### config.mk
export PLATFORM = sky130hd
export DESIGN_NAME = mtm_alu_ctrl_flat
export DESIGN_NICKNAME = d
export VERILOG_FILES = /design/src/rtl/mtm_alu_pkg.sv /design/src/rtl/mtm_alu_ctrl_if.sv /design/src/rtl/mtm_alu_crc3.sv /design/src/rtl/mtm_alu_ctrl.sv /design/src/flat_wrapper.sv
export SDC_FILE = /design/constraint.sdc
export NUM_CORES = 1
export LEC_CHECK = 0
export ABC_AREA = 1
export BUFFER_PORTS_ARGS = -buffer_cell sky130_fd_sc_hd__buf_2
export CORE_ASPECT_RATIO = 1.2
export CORE_MARGIN = 2
export CORE_UTILIZATION = 46
export CTS_CLUSTER_SIZE = 12
export DETAILED_ROUTE_END_ITERATION = 8
export HOLD_SLACK_MARGIN = 0.06
export PLACE_DENSITY = 0.8
export SYNTH_ARGS = -nofsm -noshare
export SYNTH_HDL_FRONTEND = slang
export SYNTH_SLANG_ARGS = --single-unit
### constraint.sdc
create_clock -name clk -period 2.9 [get_ports clk]
set_input_delay 0 -clock clk [delete_from_list [all_inputs] [get_ports clk]]
set_output_delay 0 -clock clk [all_outputs]
set_load 0.02 [all_outputs]
### src/rtl/mtm_alu_pkg.sv
// rtl/mtm_alu_pkg.sv - shared constants and types for the ALU frame controller
//
// Purpose: op codes, controller state encoding, response CTL bytes,
//          CRC-3 polynomial and the captured ALU result record.
// Ports:   none (package).

package mtm_alu_pkg;

  localparam logic [2:0] OP_AND = 3'b000;
  localparam logic [2:0] OP_OR  = 3'b001;
  localparam logic [2:0] OP_ADD = 3'b100;
  localparam logic [2:0] OP_SUB = 3'b101;

  // Error bytes: {1, data, crc, op, data, crc, op, even parity of bits 7:1}
  localparam logic [7:0] ERR_DATA_CTL = 8'hC9;
  localparam logic [7:0] ERR_CRC_CTL  = 8'hA5;
  localparam logic [7:0] ERR_OP_CTL   = 8'h93;

  localparam logic [7:0] IDLE_CTL = 8'hFF;

  // x^3 + x + 1, the x^3 term is implicit
  localparam logic [2:0] CRC3_POLY = 3'b011;

  typedef enum logic [2:0] {
    S_IDLE,
    S_DECODE,
    S_EXEC,
    S_WAIT_ALU,
    S_CRC,
    S_SEND
  } state_t;

  typedef struct packed {
    logic [31:0] c;
    logic [3:0]  flags;  // {carry, overflow, zero, negative}
  } alu_res_t;

  function automatic logic is_valid_op(input logic [2:0] op);
    return (op == OP_AND) || (op == OP_OR) || (op == OP_ADD) || (op == OP_SUB);
  endfunction

endpackage

### src/rtl/mtm_alu_ctrl_if.sv
// rtl/mtm_alu_ctrl_if.sv - frame, ALU-core and serializer signals of the controller
//
// Purpose: bundles the deserializer input, ALU core handshake, serializer
//          response and status signals.
// Modports:
//   slave  - the controller (mtm_alu_ctrl)
//   master - the environment around it (deserializer, ALU core, serializer)

interface mtm_alu_ctrl_if;

  logic        in_valid;
  logic [31:0] in_a;
  logic [31:0] in_b;
  logic [7:0]  in_ctl;

  logic        alu_start;
  logic [2:0]  alu_op;
  logic [31:0] alu_a;
  logic [31:0] alu_b;
  logic        alu_done;
  logic [31:0] alu_c;
  logic [3:0]  alu_flags;

  logic        tx_valid;
  logic        tx_ready;
  logic [31:0] tx_c;
  logic [7:0]  tx_ctl;
  logic        tx_err;

  logic        busy;
  logic [7:0]  drop_cnt;

  modport slave (
    input  in_valid, in_a, in_b, in_ctl, alu_done, alu_c, alu_flags, tx_ready,
    output alu_start, alu_op, alu_a, alu_b, tx_valid, tx_c, tx_ctl, tx_err,
           busy, drop_cnt
  );

  modport master (
    output in_valid, in_a, in_b, in_ctl, alu_done, alu_c, alu_flags, tx_ready,
    input  alu_start, alu_op, alu_a, alu_b, tx_valid, tx_c, tx_ctl, tx_err,
           busy, drop_cnt
  );

endinterface

### src/rtl/mtm_alu_crc3.sv
// rtl/mtm_alu_crc3.sv - combinational CRC-3 over a 37-bit word
//
// Purpose: CRC-3, poly x^3+x+1, init 000, MSB first, no final xor.
// Ports:
//   data - 37-bit input vector ({C, 1'b0, flags} in the controller)
//   crc  - 3-bit remainder

module mtm_alu_crc3
  import mtm_alu_pkg::*;
(
  input  logic [36:0] data,
  output logic [2:0]  crc
);

  logic [2:0] acc;
  logic       fb;

  // Bit-serial LFSR unrolled over all 37 bits
  always_comb begin
    acc = 3'b000;
    fb  = 1'b0;
    for (int i = 36; i >= 0; i--) begin
      fb  = acc[2] ^ data[i];
      acc = {acc[1:0], 1'b0} ^ (fb ? CRC3_POLY : 3'b000);
    end
    crc = acc;
  end

endmodule

### src/rtl/mtm_alu_ctrl.sv
// rtl/mtm_alu_ctrl.sv - frame controller between deserializer, ALU core and serializer
//
// Purpose: accepts one decoded frame at a time, launches the ALU core for
//          AND/OR/ADD/SUB, waits for its result (with timeout), builds the
//          response CTL byte (flags + CRC-3) or an error byte, and holds the
//          response until the serializer takes it.
// Ports:
//   clk - clock, rising edge
//   rst - synchronous, active-low reset
//   bus - mtm_alu_ctrl_if.slave: in_* frame, alu_* core handshake,
//         tx_* response, busy / drop_cnt status

module mtm_alu_ctrl
  import mtm_alu_pkg::*;
#(
  parameter int ALU_TIMEOUT = 16
) (
  input  logic           clk,
  input  logic           rst,
  mtm_alu_ctrl_if.slave  bus
);

  // Counter only ever reaches ALU_TIMEOUT, so this width always fits
  localparam int CW = $clog2(ALU_TIMEOUT + 1);

  state_t      state;
  state_t      state_nxt;
  logic [7:0]  ctl_q;
  logic [2:0]  op_q;
  logic [31:0] a_q;
  logic [31:0] b_q;
  logic [CW-1:0] tmo_cnt;
  alu_res_t    res_q;
  logic [2:0]  crc3;
  logic [31:0] tx_c_q;
  logic [7:0]  tx_ctl_q;
  logic        tx_err_q;
  logic [7:0]  drop_q;
  logic        tmo_hit;

  assign tmo_hit = (tmo_cnt == CW'(ALU_TIMEOUT - 1));

  mtm_alu_crc3 u_crc3 (
    .data ({res_q.c, 1'b0, res_q.flags}),
    .crc  (crc3)
  );

  always_ff @(posedge clk) begin
    if (!rst) state <= S_IDLE;
    else      state <= state_nxt;
  end

  always_comb begin
    state_nxt = state;
    case (state)
      S_IDLE:     if (bus.in_valid) state_nxt = S_DECODE;
      S_DECODE:   state_nxt = (!ctl_q[7] && is_valid_op(ctl_q[6:4])) ? S_EXEC : S_SEND;
      S_EXEC:     state_nxt = S_WAIT_ALU;
      S_WAIT_ALU: if (bus.alu_done) state_nxt = S_CRC;
                  else if (tmo_hit) state_nxt = S_SEND;
      S_CRC:      state_nxt = S_SEND;
      S_SEND:     if (bus.tx_ready) state_nxt = S_IDLE;
      default:    state_nxt = S_IDLE;
    endcase
  end

  always_comb begin
    bus.alu_start = (state == S_EXEC);
    bus.tx_valid  = (state == S_SEND);
    bus.busy      = (state != S_IDLE);
  end

  always_ff @(posedge clk) begin
    if (!rst) begin
      ctl_q    <= 8'h00;
      op_q     <= 3'b000;
      a_q      <= 32'h0;
      b_q      <= 32'h0;
      tmo_cnt  <= '0;
      res_q    <= '0;
      tx_c_q   <= 32'h0;
      tx_ctl_q <= IDLE_CTL;
      tx_err_q <= 1'b0;
      drop_q   <= 8'h00;
    end else begin
      // Operands are latched here so they are stable through EXEC
      if (state == S_IDLE && bus.in_valid) begin
        ctl_q <= bus.in_ctl;
        op_q  <= bus.in_ctl[6:4];
        a_q   <= bus.in_a;
        b_q   <= bus.in_b;
      end

      if (state == S_EXEC) tmo_cnt <= '0;
      else if (state == S_WAIT_ALU && !bus.alu_done) tmo_cnt <= tmo_cnt + CW'(1);

      if (state == S_WAIT_ALU && bus.alu_done) res_q <= '{c: bus.alu_c, flags: bus.alu_flags};

      case (state)
        S_DECODE: begin
          if (ctl_q[7]) begin
            // Deserializer error code goes out untouched
            tx_c_q   <= 32'h0;
            tx_ctl_q <= ctl_q;
            tx_err_q <= 1'b1;
          end else if (!is_valid_op(ctl_q[6:4])) begin
            tx_c_q   <= 32'h0;
            tx_ctl_q <= ERR_OP_CTL;
            tx_err_q <= 1'b1;
          end
        end
        S_WAIT_ALU: begin
          if (!bus.alu_done && tmo_hit) begin
            tx_c_q   <= 32'h0;
            tx_ctl_q <= ERR_OP_CTL;
            tx_err_q <= 1'b1;
          end
        end
        S_CRC: begin
          tx_c_q   <= res_q.c;
          tx_ctl_q <= {1'b0, res_q.flags, crc3};
          tx_err_q <= 1'b0;
        end
        S_SEND: begin
          if (bus.tx_ready) begin
            tx_c_q   <= 32'h0;
            tx_ctl_q <= IDLE_CTL;
            tx_err_q <= 1'b0;
          end
        end
        default: ;
      endcase

      // Anything outside IDLE, including the SEND handshake cycle, is a drop
      if (state != S_IDLE && bus.in_valid && drop_q != 8'hFF) drop_q <= drop_q + 8'd1;
    end
  end

  assign bus.alu_op   = op_q;
  assign bus.alu_a    = a_q;
  assign bus.alu_b    = b_q;
  assign bus.tx_c     = tx_c_q;
  assign bus.tx_ctl   = tx_ctl_q;
  assign bus.tx_err   = tx_err_q;
  assign bus.drop_cnt = drop_q;

endmodule

### src/flat_wrapper.sv
// flat-port wrapper written by rule: the top's interface ports become plain ports
module mtm_alu_ctrl_flat import mtm_alu_pkg::*;
#(
  parameter int ALU_TIMEOUT = 16
)
  (clk, rst, bus_in_valid, bus_in_a, bus_in_b, bus_in_ctl, bus_alu_done, bus_alu_c, bus_alu_flags, bus_tx_ready, bus_alu_start, bus_alu_op, bus_alu_a, bus_alu_b, bus_tx_valid, bus_tx_c, bus_tx_ctl, bus_tx_err, bus_busy, bus_drop_cnt);
  mtm_alu_ctrl_if bus_i ();
  input  logic clk;
  input  logic rst;
  input wire logic [$bits(bus_i.in_valid)-1:0] bus_in_valid;
  input wire logic [$bits(bus_i.in_a)-1:0] bus_in_a;
  input wire logic [$bits(bus_i.in_b)-1:0] bus_in_b;
  input wire logic [$bits(bus_i.in_ctl)-1:0] bus_in_ctl;
  input wire logic [$bits(bus_i.alu_done)-1:0] bus_alu_done;
  input wire logic [$bits(bus_i.alu_c)-1:0] bus_alu_c;
  input wire logic [$bits(bus_i.alu_flags)-1:0] bus_alu_flags;
  input wire logic [$bits(bus_i.tx_ready)-1:0] bus_tx_ready;
  output wire logic [$bits(bus_i.alu_start)-1:0] bus_alu_start;
  output wire logic [$bits(bus_i.alu_op)-1:0] bus_alu_op;
  output wire logic [$bits(bus_i.alu_a)-1:0] bus_alu_a;
  output wire logic [$bits(bus_i.alu_b)-1:0] bus_alu_b;
  output wire logic [$bits(bus_i.tx_valid)-1:0] bus_tx_valid;
  output wire logic [$bits(bus_i.tx_c)-1:0] bus_tx_c;
  output wire logic [$bits(bus_i.tx_ctl)-1:0] bus_tx_ctl;
  output wire logic [$bits(bus_i.tx_err)-1:0] bus_tx_err;
  output wire logic [$bits(bus_i.busy)-1:0] bus_busy;
  output wire logic [$bits(bus_i.drop_cnt)-1:0] bus_drop_cnt;
  assign bus_i.in_valid = bus_in_valid;
  assign bus_i.in_a = bus_in_a;
  assign bus_i.in_b = bus_in_b;
  assign bus_i.in_ctl = bus_in_ctl;
  assign bus_i.alu_done = bus_alu_done;
  assign bus_i.alu_c = bus_alu_c;
  assign bus_i.alu_flags = bus_alu_flags;
  assign bus_i.tx_ready = bus_tx_ready;
  assign bus_alu_start = bus_i.alu_start;
  assign bus_alu_op = bus_i.alu_op;
  assign bus_alu_a = bus_i.alu_a;
  assign bus_alu_b = bus_i.alu_b;
  assign bus_tx_valid = bus_i.tx_valid;
  assign bus_tx_c = bus_i.tx_c;
  assign bus_tx_ctl = bus_i.tx_ctl;
  assign bus_tx_err = bus_i.tx_err;
  assign bus_busy = bus_i.busy;
  assign bus_drop_cnt = bus_i.drop_cnt;
  mtm_alu_ctrl #(.ALU_TIMEOUT(ALU_TIMEOUT)) u_core (.clk(clk), .rst(rst), .bus(bus_i));
endmodule
; Word level (Yosys, flattened, before mapping)
; Cells that the tools add are included.
; W data, S select, Z words.
[classes]
n_eq_ne = 15
n_bitwise = 72
mux = 58
reduce_logical = 19
add_sub_neg = 2
[ops]
columns = cell, count
row1 = $mux W32, 4
row2 = $pmux W32 S4, 1
row3 = $xor A3 B2 Y3, 36
row4 = $mux W2, 37
row5 = $xor A1 B1 Y1, 34
row6 = $mux W8, 4
row7 = $pmux W8 S4, 1
row8 = $pmux W3 S6, 1
row9 = $mux W3, 5
row10 = $eq A3 B3 Y1 const B, 4
row11 = $add A8 B1 Y8 const B, 1
row12 = $ne A8 B8 Y1 const B, 1
row13 = $logic_and A1 B1 Y1, 7
row14 = $eq A3 B1 Y1 const B, 2
row15 = $eq A3 B2 Y1 const B, 2
row16 = $logic_not A3 Y1, 2
row17 = $ne A2 B2 Y1 const B, 3
row18 = $ne A3 B2 Y1 const B, 2
row19 = $add A5 B1 Y5 const B, 1
row20 = $eq A5 B4 Y1 const B, 1
row21 = $mux W1, 4
row22 = $pmux W1 S4, 1
row23 = $reduce_and A4 Y1, 1
row24 = $reduce_bool A4 Y1, 1
row25 = other kinds (7), 10
[word_totals]
ff_bits = 168
wordCells = 178
inputBits = 113

; Logic depth before layout (Yosys ltp)
; Gate-level depths: netlist (run 1).
[logic_depth]
word_depth = 108
mapped_depth = 41

; By module
; A second synthesis (run 1) with hierarchy kept.
[hier_totals]
cells_unflattened = 1203
hier_area_um2 = 8062.7
[modules_own_cells]
columns = module, seq_area_each_um2, n_inst, area_per_inst_um2, cells_per_inst
row1 = mtm_alu_ctrl, 3303.2, 1, 6681.4, 923
row2 = mtm_alu_crc3, 0.0, 1, 1381.3, 280

; Worst setup path after synthesis (run 1)
; OpenSTA, ideal clock, no wires.
[synth_timing]
path_kind = register -> register
start = register u_core.res_q[35] (netlist bit)
end = register u_core.tx_ctl_q[1] (netlist: u_core.bus.tx_ctl[1])
t_arrival_ps = 2910
path_stages_with_launch = 38
setup_slack_ps = -132
required_ps = 2777
setup_time_ps = 123
period_less_slack_ps = 3032
path_cell_list = dfxtp_1 -> inv_2 -> nand2_2 -> nand2_2 -> nand2_1 -> nand2_1 -> nand2_1 -> nand3_1 -> nand3_1 -> nand3_1 -> nand2_2 -> inv_1 -> nand2_2 -> nand2_1 -> nand2_1 -> nand2_2 -> inv_1 -> nand2_2 -> (+2 left out) -> nand2_1 -> nand3_1 -> nand2_1 -> nand2_1 -> nand2_2 -> inv_2 -> nand2_1 -> nand3_2 -> nand2_1 -> nand2_1 -> nand2_1 -> nand2_1 -> nand2_1 -> nand2_1 -> nand3_1 -> nand2_1 -> nand2_1 -> nand2_1
[synth_via]
elab_chain_cells = 73
elab_cells_between_ends = 107
classes_between = mux (37) / bitwise (70)
[synth_lines]
columns = element, line
row1 = "start, declared", mtm_alu_ctrl.sv:33  ; alu_res_t res_q;
row2 = "start signal, assigned", mtm_alu_ctrl.sv:97  ; if (state == S_WAIT_ALU && bus.alu_done) res_q <= '{c: bus.alu_c, flags: bus.alu_flags};
row3 = $mux W2 (*), mtm_alu_crc3.sv:24  ; acc = {acc[1:0], 1'b0} ^ (fb ? CRC3_POLY : 3'b000);
row4 = $xor A3 B2 Y3 (*), mtm_alu_crc3.sv:24
row5 = $xor A1 B1 Y1, mtm_alu_crc3.sv:23  ; fb = acc[2] ^ data[i];
row6 = $mux W2, mtm_alu_crc3.sv:24
row7 = $xor A3 B2 Y3 (*) (2 in series), mtm_alu_crc3.sv:24
row8 = $xor A1 B1 Y1, mtm_alu_crc3.sv:23
row9 = $mux W2, mtm_alu_crc3.sv:24
row10 = $xor A3 B2 Y3 (*) (2 in series), mtm_alu_crc3.sv:24
row11 = (+53 left out), --
row12 = $xor A3 B2 Y3 (*) (2 in series), mtm_alu_crc3.sv:24
row13 = $xor A1 B1 Y1, mtm_alu_crc3.sv:23
row14 = $mux W2, mtm_alu_crc3.sv:24
row15 = $xor A3 B2 Y3 (*) (2 in series), mtm_alu_crc3.sv:24
row16 = $xor A1 B1 Y1, mtm_alu_crc3.sv:23
row17 = $mux W2, mtm_alu_crc3.sv:24
row18 = $xor A3 B2 Y3 (*), mtm_alu_crc3.sv:24
row19 = $pmux W8 S4 (*), mtm_alu_ctrl.sv:99  ; case (state)
row20 = "end signal, assigned", mtm_alu_ctrl.sv:104  ; tx_ctl_q <= ctl_q;
row21 = "end signal, assigned", mtm_alu_ctrl.sv:121  ; tx_ctl_q <= {1'b0, res_q.flags, crc3};
row22 = "end, declared", mtm_alu_ctrl.sv:36  ; logic [7:0] tx_ctl_q;
; Mark *: on every way between the ends. The rest lies on a longest branch, timed or not.
; A chain may end at the register's enable or synchronous reset.

; Worst setup path in the final report (run 1)
; Same ends and word-level chain as after synthesis.

==> run summary, run 1 <==
outcome = finished, violations left
failing checks = setup timing
GRT overflow = 0
CTS tree = done
synthesized flop and latch total = 165
Initial DRC Count = 1,018
Distinct cells, synth = 26
relative slew slack = 38.7%
cell count after synthesis = 1,025
largest net degree at the start of global routing = 69
Final Hold Viols = 0
CP most frequent cell = nand2_4
Final setup viols = 3
Simple-Gate Fraction of Synth Area = 29.4%
Row Count = 50
PortBufs = 231
Slew @ Worst Pin = 0.913 ns
commonest non-fill, non-tap cell in the layout = buf_2
slowest cell on the critical path = dfxtp_4
Synth area leader = dfxtp_1
RSZ-0062 raised after global routing = true
Crit. End Element = flop
starting density of the core = 46.6%
CTS Buffer Depth = 2
Setup crit start kind = flop
Layout Nets = 1,496
vias in the first global route = 8,328
Seq/Total Area, Yosys = 45.9%
Reg clk slew, reported paths = 0.07 ns
Post-synth ARST share = 0%
Die Area = 16,700 um2
CP bufs+invs = 5
hpwl dp = 14.5 mm
commonest cells after routing, fill and taps aside = 231 x buf_2, 190 x nand2_1, 160 x dfxtp_1
syn avg cell area = 7.02 um2
largest cells by area after synthesis = dfxtp_1 46%, nand2_1 14%, a21oi_1 10%
EDFF count, synth = 0
Hold Path Class = in2reg
Fmax = 261 MHz
top cell type's share of synthesized area = 45.9%
clock sinks = 165
Worst path max stage delay = 0.43 ns
adder-cell share of the synthesized area = 0.521%
Tmin final = 3.83 ns
Clk Latency, worst-skew pair = 0.44 ns
DRC errors left = 0
DP Area = 8700 um2
worst-path maximum fanout = 7
GR Util All Layers = 29.5%
die width = 118 um
CTS Buf Count = 17
final WL = 28.8 mm
RD Place Congestion = 0.862
ys flop type = dfxtp_1
final non-filler cell area = 11,300 um2
WL per Instance = 18.0 um
Root Driver = clkbuf_16
chip height = 141 um
xor-xnor portion of the synthesized cell area = 1.22%
Synthesized Nets = 1,141
post-synthesis compound-gate area fraction = 15.4%
critical path type = reg2reg
worst path arrival time = 4.15 ns
# H-tree levels = 4
layout cells sized above 1 = 33.2%
fin crit share = 132%
Fillers = 1,036
post-synthesis cell area = 7200 um2
global-route wire length before repair = 39.8 mm
core area = 15,500 um2
multiplexer share of the synthesized area = 0%
io pins = 232
largest family of logic cells by synthesized area = simple AND/OR/NAND/NOR gates
initial antenna violation count = 0
via count = 8,882
Synth warnings = 0
Vias/cell = 5.55
Routed Antenna Nets = 0
drt first pass iters = 8
clk_skew = 0.0106 ns
Diodes inserted = 0
Final Worst Setup Slack = -0.933 ns
Pins Over Slew Limit = 0
Critical Path RT = 3.22 ns
delay-heaviest family, CP = simple AND/OR/NAND/NOR gates
maxcap violations = 0
area grow syn2layout = 57.5%
-- registers in the layout (all words and copies together), names as in the netlist --
register             cells
u_core.bus.alu_a        32
u_core.bus.alu_b        32
u_core.res_q            36
u_core.bus.drop_cnt      8
u_core.bus.tx_err        1
u_core.state             3
u_core.tmo_cnt           5
u_core.ctl_q             8
u_core.bus.tx_c         32
u_core.bus.tx_ctl        8
-- layer usage --
layer  global-route usage, %  vias up  share of wire [%]
li1                        -     4063                  -
met1                    32.4     4089                 35
met2                    53.3      588                 50
met3                    8.54      142                9.3
met4                    11.6        0                4.9
met5                       0        -                  0
-- stage by stage --
| stage | hold slack (ns) | cells | util (%) | TNS [ns] | setup slack (ns) |
|---|---|---|---|---|---|
| 2_1_floorplan | 0.168 | 1025 | - | -0.0770 | -0.0499 |
| 3_3_place_gp | 0.271 | 1439 | 56.3 | -0.956 | -0.348 |
| 3_5_place_dp | 0.277 | 1439 | 56.3 | -1.44 | -0.509 |
| 4_1_cts | 0.0754 | 1598 | 69.5 | -1.44 | -0.531 |
| 5_1_grt | 0.111 | 1601 | 73.4 | -3.26 | -1.10 |
| 6_report | 0.104 | 1601 | 73.4 | -2.79 | -0.933 |
-- worst reg2reg max path: cells and delay by family, from the launching register on --
| family | cells | cell delay, ns |
|---|---|---|
| buffers and inverters | 5 | 0.33 |
| DFF | 1 | 0.43 |
| and+or+nand+nor | 34 | 2.96 |
-- layout make-up --
type / instances / area, um2 / share of cell area (%)
multi-input combinational: 717 / 4130 / 36.4
sequential: 165 / 3320 / 29.3
timing repair buffer: 394 / 2720 / 24.0
clock buffer: 18 / 439 / 3.87
inverter: 85 / 333 / 2.93
tap: 208 / 260 / 2.29
clock inverter: 14 / 140 / 1.24
-- path summary, 6_finish.rpt --
| path | from | to | slack (ns) | cells after the start |
|---|---|---|---|---|
| max | u_core.res_q[35]$_SDFFE_PN0P_ | u_core.bus.tx_ctl[1]$_SDFFE_PN1P_ | -0.93 | 39 |
| min | rst | u_core.bus.tx_ctl[1]$_SDFFE_PN1P_ | 0.10 | 3 |
| max reg2reg | u_core.res_q[35]$_SDFFE_PN0P_ | u_core.bus.tx_ctl[1]$_SDFFE_PN1P_ | -0.93 | 39 |
| min reg2reg | u_core.bus.alu_b[30]$_SDFFE_PN0P_ | u_core.bus.alu_b[30]$_SDFFE_PN0P_ | 0.46 | 2 |
-- Yosys cell counts, drive strengths merged (4+ instances only) --
cell and number:
a21oi 151, dfxtp 165, xor2 5, nand3 150
nor2 44, clkbuf 55, xnor2 5, or2 4
inv 85, nand2 285, o21ai 51, a211oi 10
-- what timing repair did --
action	4_1_cts	5_1_grt
hold buffers	124	0
pin swaps	25	54
resized for setup	55	141
buffers inserted	3	4
setup endpoints to repair	3	4
hold endpoints to repair	109	0
-- logic make-up (layout without fill, tap and decap cells) --
| group | count (synthesis) | in the layout |
|---|---|---|
| AND/OR/NAND/NOR | 489 | 489 |
| AO/OA/AOI/OAI | 215 | 215 |
| flip-flops | 165 | 165 |
| buffers and inverters | 143 | 511 |
| XOR/XNOR | 10 | 10 |
| adder cells (fa/ha/maj) | 3 | 3 |
Power of run 1 is not shown: default switching activity piles up to over one toggle a cycle in this logic, so the estimate is an artifact.
==> run 2, diff against run 1 <==
--- a/config.mk
+++ b/config.mk
@@ -7,4 +7,5 @@
 export LEC_CHECK = 0
 export ABC_AREA = 1
+export ABC_CLOCK_PERIOD_IN_PS = 2900
 export BUFFER_PORTS_ARGS = -buffer_cell sky130_fd_sc_hd__buf_2
 export CORE_ASPECT_RATIO = 1.2
==> constraint.sdc (replaced) <==
create_clock -name clk -period 2.9 [get_ports clk]
set_input_delay 0.145 -clock clk [delete_from_list [all_inputs] [get_ports clk]]
set_output_delay 0.145 -clock clk [all_outputs]
set_load 0.02 [all_outputs]
==> run 2 against run 1 <==
Compared with the run above:
- the flow still finishes with violations (setup timing)
- hold slack lost 0.029 ns
- sequential share of layout area is 0.91 points higher
- design area shrank 3.0%
- routed wire length fell by 8.0%
- first-iteration DRC count decreased by 21%
- register-to-register slack better by 0.12 ns
- die area unchanged
- cell count down 1.3%
- critical path depth is 2 lower
- non-clock buffer count fell by 22
- critical path type unchanged
- critical endpoint unchanged
- highest routed layer unchanged
==> run summary, run 2 (synthesized netlist as in run 1, its figures left out) <==
failing checks = setup timing (unchanged)
drt first pass iters = 7 (was 8)
Routed Antenna Nets = 0 (unchanged)
cell total after placement = 1,437 (was 1,439)
fin crit share = 128% (was 132%)
WL per Instance = 16.8 um (was 18.0 um)
footprint of the multi-input gates = 4040 um2 (was 4130 um2)
PortBufs = 231 (unchanged)
final non-filler cell area = 11,000 um2 (was 11,300 um2)
Row Count = 50 (unchanged)
worst path arrival time = 4.02 ns (was 4.15 ns)
Pins Over Slew Limit = 0 (unchanged)
RSZ-0062 raised after global routing = true (unchanged)
global-route wire length before repair = 37.9 mm (was 39.8 mm)
io pins = 232 (unchanged)
Critical Path RT = 3.20 ns (was 3.22 ns)
chip height = 141 um (unchanged)
worst-path maximum fanout = 7 (unchanged)
commonest non-fill, non-tap cell in the layout = buf_2 (unchanged)
Slew @ Worst Pin = 0.887 ns (was 0.913 ns)
starting density of the core = 46.6% (unchanged)
die width = 118 um (unchanged)
Fillers = 1,094 (was 1,036)
Reg clk slew, reported paths = 0.06 ns (was 0.07 ns)
initial antenna violation count = 0 (unchanged)
Final Hold Viols = 0 (unchanged)
core area = 15,500 um2 (unchanged)
clk_skew = 0.00871 ns (was 0.0106 ns)
Largest register FFs = 36 (unchanged)
Tmin final = 3.72 ns (was 3.83 ns)
outcome = finished, violations left (unchanged)
Initial DRC Count = 806 (was 1,018)
layout cells sized above 1 = 32.4% (was 33.2%)
Worst path max stage delay = 0.45 ns (was 0.43 ns)
Reg with most FFs = u_core.res_q (unchanged)
slowest cell on the critical path = dfxtp_4 (unchanged)
via count = 8,594 (was 8,882)
largest net degree at the start of global routing = 70 (was 69)
final WL = 26.5 mm (was 28.8 mm)
Root Driver = clkbuf_16 (unchanged)
DRC errors left = 0 (unchanged)
Crit. End Element = flop (unchanged)
LEAKAGE = 4.96 nW
CP most frequent cell = nand2_1 (was nand2_4)
CTS Buf Count = 17 (unchanged)
Setup crit start kind = flop (unchanged)
Clk Latency, worst-skew pair = 0.43 ns (was 0.44 ns)
Final Worst Setup Slack = -0.815 ns (was -0.933 ns)
Non-Filler Instances = 1,580 (was 1,601)
maxcap violations = 0 (unchanged)
total power = 15.7 mW
FF/Latch Area = 3320 um2 (unchanged)
RD Place Congestion = 0.873 (was 0.862)
area grow syn2layout = 52.8% (was 57.5%)
hpwl dp = 14.6 mm (was 14.5 mm)
DP Area = 8690 um2 (was 8700 um2)
GR Util All Layers = 27.9% (was 29.5%)
CTS tree = done (unchanged)
Hold Path Class = in2reg (unchanged)
Fmax = 269 MHz (was 261 MHz)
Die Area = 16,700 um2 (unchanged)
vias in the first global route = 7,905 (was 8,328)
power density over the cells = 1420 nW/um2
relative slew slack = 40.5% (was 38.7%)
GRT overflow = 0 (unchanged)
Final setup viols = 3 (unchanged)
Vias/cell = 5.44 (was 5.55)
VDD IR max = 1220 uV
commonest cells after routing, fill and taps aside = 231 x buf_2, 200 x nand2_1, 158 x dfxtp_1 (was 231 x buf_2, 190 x nand2_1, 160 x dfxtp_1)
CTS Buffer Depth = 2 (unchanged)
critical path type = reg2reg (unchanged)
# H-tree levels = 4 (unchanged)
dpl ws = -0.488 ns (was -0.509 ns)
Layout Nets = 1,474 (was 1,496)
clock sinks = 165 (unchanged)
run 2: changes by cell type in the layout (fill, tap and decap cells not counted), moves of 2 or more:
cell	before	now
inv_6	8	3
dfxtp_2	1	4
nand2_2	43	39
nand2_1	190	200
nand2_4	50	43
inv_2	11	9
inv_1	69	72
dlygate4sd3_1	124	106
clkinv_2	2	6
nand3_4	16	13
buf_6	2	0
dfxtp_1	160	158
nand3_1	114	117
run 2: repair_timing:
item	CTS	global route
endpoints found under the setup margin	3	3
gates resized for setup	63	104
hold buffers	106	0
buffers inserted	3	1
endpoints found under the hold margin	105	0
pin swaps	23	41
run 2: final timing paths:
kind / startpoint / end / slack [ns] / depth (start not counted)
setup / recovery: u_core.res_q[35]$_SDFFE_PN0P_ / u_core.bus.tx_ctl[1]$_SDFFE_PN1P_ / -0.82 / 37
hold / removal: bus_tx_ready / u_core.state[2]$_SDFFE_PN0P_ / 0.08 / 4
setup reg to reg: u_core.res_q[35]$_SDFFE_PN0P_ / u_core.bus.tx_ctl[1]$_SDFFE_PN1P_ / -0.82 / 37
hold reg to reg: u_core.bus.tx_ctl[7]$_SDFFE_PN1P_ / u_core.bus.tx_ctl[7]$_SDFFE_PN1P_ / 0.45 / 1
run 2: per-layer routing:
metal  global-route usage (%)  vias to the layer above  share of wire (%)
met5                        0                        -                  0
met4                     10.2                        0                3.5
met3                     7.65                       84                8.8
met2                     50.1                      488                 51
met1                     31.6                     3993                 37
li1                         -                     4029                  -
run 2: through the flow:
stage | utilization, % | TNS (ns) | hold slack, ns
floorplan | - | -0.0770 | 0.313
global route | 71.2 | -3.07 | 0.0770
detailed placement | 56.2 | -1.38 | 0.425
CTS | 68.2 | -1.31 | 0.0610
finish | 71.2 | -2.36 | 0.0752
global placement | 56.2 | -0.878 | 0.417
run 2: power breakdown:
part | internal [mW] | total, mW | switching (mW)
Clock | 1.19 | 2.17 | 0.987
Combinational | 3.51 | 10.6 | 7.06
Sequential | 2.65 | 2.91 | 0.261
run 2: cell type report:
| type | count | share of cell area (%) |
|---|---|---|
| inverters | 85 | 3.03 |
| diodes | 1 | 0.0227 |
| flip-flops and latches | 165 | 30.2 |
| repair buffers | 372 | 22.7 |
| well taps | 208 | 2.37 |
| clock buffers | 17 | 3.87 |
| multi-input cells | 717 | 36.7 |
| clock inverters | 15 | 1.18 |
run 2: critical path, delay by kind of cell, from the launching register on:
family,cells,cell delay (ns)
buffers and inverters,4,0.28
flip-flops,1,0.45
AND/OR/NAND/NOR,33,2.84
Power figures use the tool's default switching activity.
==> run 3, diff against run 2 <==
Settings changed: SETUP_SLACK_MARGIN set to 0.3.
==> run 3 against run 2 <==
Compared with the run above:
- the run still ends with setup timing left
- via count grew 1.9%
- sequential share of layout area shrank 0.57 points
- setup slack got worse by 0.044 ns
- utilization rose by 1.4 points
- clock skew increased by 0.0020 ns
- critical path depth decreased by 1
- design area up 2.0%
- global-route usage increased by 1.1 points
- maximum frequency is 1.2% lower
- flip-flop and latch count did not move
- cell count unchanged
- die area is the same
==> run summary, run 3 (synthesized netlist as in run 1, its figures left out) <==
die width = 118 um (unchanged)
Hold Path Class = in2reg (unchanged)
Clk Latency, worst-skew pair = 0.43 ns (about the same)
drt first pass iters = 5 (was 7)
failing checks = setup timing (unchanged)
met2 WL = 13.7 mm (was 13.5 mm)
Routed Antenna Nets = 0 (unchanged)
outcome = finished, violations left (unchanged)
chip height = 141 um (unchanged)
Slew @ Worst Pin = 0.935 ns (was 0.887 ns)
GRT overflow = 0 (unchanged)
Root Driver = clkbuf_16 (unchanged)
PortBufs = 231 (unchanged)
initial antenna violation count = 1 (was 0)
starting density of the core = 46.6% (unchanged)
Tmin final = 3.76 ns (was 3.72 ns)
DRC errors left = 0 (unchanged)
Row Count = 50 (unchanged)
Worst path max stage delay = 0.35 ns (was 0.45 ns)
Pins Over Slew Limit = 0 (unchanged)
Metal-1 WL = 10.1 mm (was 9.75 mm)
Reg clk slew, reported paths = 0.07 ns (was 0.06 ns)
area grow syn2layout = 55.8% (was 52.8%)
GR Util All Layers = 29.1% (was 27.9%)
Reg with most FFs = u_core.res_q (unchanged)
Largest register FFs = 36 (unchanged)
clk_skew = 0.0107 ns (was 0.00871 ns)
Critical Path RT = 3.21 ns (was 3.20 ns)
largest net degree at the start of global routing = 69 (was 70)
worst path arrival time = 4.07 ns (was 4.02 ns)
maxcap violations = 0 (unchanged)
Final Hold Viols = 0 (unchanged)
CTS tree = done (unchanged)
Layout Nets = 1,474 (unchanged)
core area = 15,500 um2 (unchanged)
Fmax = 266 MHz (was 269 MHz)
RSZ-0062 raised after global routing = true (unchanged)
Fillers = 1,052 (was 1,094)
TNS Setup = -2.50 ns (was -2.36 ns)
Vias/cell = 5.54 (was 5.44)
# H-tree levels = 4 (unchanged)
vias in the first global route = 8,339 (was 7,905)
commonest cells after routing, fill and taps aside = 231 x buf_2, 191 x nand2_1, 157 x dfxtp_1 (was 231 x buf_2, 200 x nand2_1, 158 x dfxtp_1)
commonest non-fill, non-tap cell in the layout = buf_2 (unchanged)
slowest cell on the critical path = dfxtp_2 (was dfxtp_4)
RD Place Congestion = 0.922 (was 0.873)
CTS Buf Count = 17 (unchanged)
layout cells sized above 1 = 33.7% (was 32.4%)
worst-path maximum fanout = 4 (was 7)
critical path type = reg2reg (unchanged)
CP most frequent cell = nand2_4 (was nand2_1)
WL per Instance = 17.3 um (was 16.8 um)
Initial DRC Count = 855 (was 806)
Routed met3 length = 2.39 mm (was 2.32 mm)
fin crit share = 130% (was 128%)
Die Area = 16,700 um2 (unchanged)
hpwl dp = 14.5 mm (was 14.6 mm)
Crit. End Element = flop (unchanged)
Final setup viols = 3 (unchanged)
DR top layer = met4 (unchanged)
final WL = 27.4 mm (was 26.5 mm)
io pins = 232 (unchanged)
CTS Buffer Depth = 2 (unchanged)
global-route wire length before repair = 39.4 mm (was 37.9 mm)
clock sinks = 165 (unchanged)
via count = 8,757 (was 8,594)
relative slew slack = 37.3% (was 40.5%)
Final Worst Setup Slack = -0.860 ns (was -0.815 ns)
Setup crit start kind = flop (unchanged)
## run 3: repair_timing
| item | 4_1_cts | 5_1_grt |
|---|---|---|
| endpoints found under the hold margin | 107 | 0 |
| pin swaps | 21 | 41 |
| resized for setup | 81 | 119 |
| setup buffers | 2 | 2 |
| setup endpoints to repair | 3 | 3 |
| hold buffers | 107 | 0 |
## run 3: worst paths after layout
check	endpoint	startpoint	slack (ns)	cells past startpoint
min reg2reg	u_core.bus.alu_a[24]$_SDFFE_PN0P_	u_core.bus.alu_a[24]$_SDFFE_PN0P_	0.46	2
min	u_core.ctl_q[2]$_SDFFE_PN0P_	bus_in_valid	0.07	3
max reg2reg	u_core.bus.tx_ctl[1]$_SDFFE_PN1P_	u_core.res_q[24]$_SDFFE_PN0P_	-0.86	36
max	u_core.bus.tx_ctl[1]$_SDFFE_PN1P_	u_core.res_q[24]$_SDFFE_PN0P_	-0.86	36
## run 3: worst max-delay path, delay by kind of cell, from the launching register on
family / cells / cell delay, ns
simple gates: 31 / 2.69
xor+xnor: 1 / 0.26
buf+inv: 4 / 0.31
flops: 1 / 0.35
## run 3: per-layer routing
metal	global-route usage, %	vias up
met4	13.5	0
li1	-	4036
met5	0	-
met3	7.20	112
met1	32.4	4060
met2	52.0	549
## run 3: final cells by class
cell class / instances / area [um2] / share of cell area, %
Antenna cell: 1 / 2.50 / 0.0223
Timing Repair Buffer: 372 / 2500 / 22.3
Multi-Input combinational cell: 717 / 4160 / 37.1
Clock buffer: 18 / 439 / 3.91
Inverter: 85 / 340 / 3.03
Sequential cell: 165 / 3320 / 29.6
Clock inverter: 14 / 199 / 1.77
Tap cell: 208 / 260 / 2.32
## run 3: metrics by stage
| step | cell area (um2) | instances | util, % | setup WS (ns) | hold WS, ns |
|---|---|---|---|---|---|
| 2_1_floorplan | 7240 | 1025 | - | -0.0497 | 0.313 |
| 3_3_place_gp | 8680 | 1436 | 56.2 | -0.322 | 0.417 |
| 3_5_place_dp | 8680 | 1436 | 56.2 | -0.414 | 0.423 |
| 4_1_cts | 10700 | 1577 | 69.1 | -0.404 | 0.0665 |
| 5_1_grt | 11200 | 1580 | 72.6 | -1.07 | 0.0717 |
| 6_report | 11200 | 1580 | 72.6 | -0.860 | 0.0738 |
Power of run 3 is left out for the same reason.
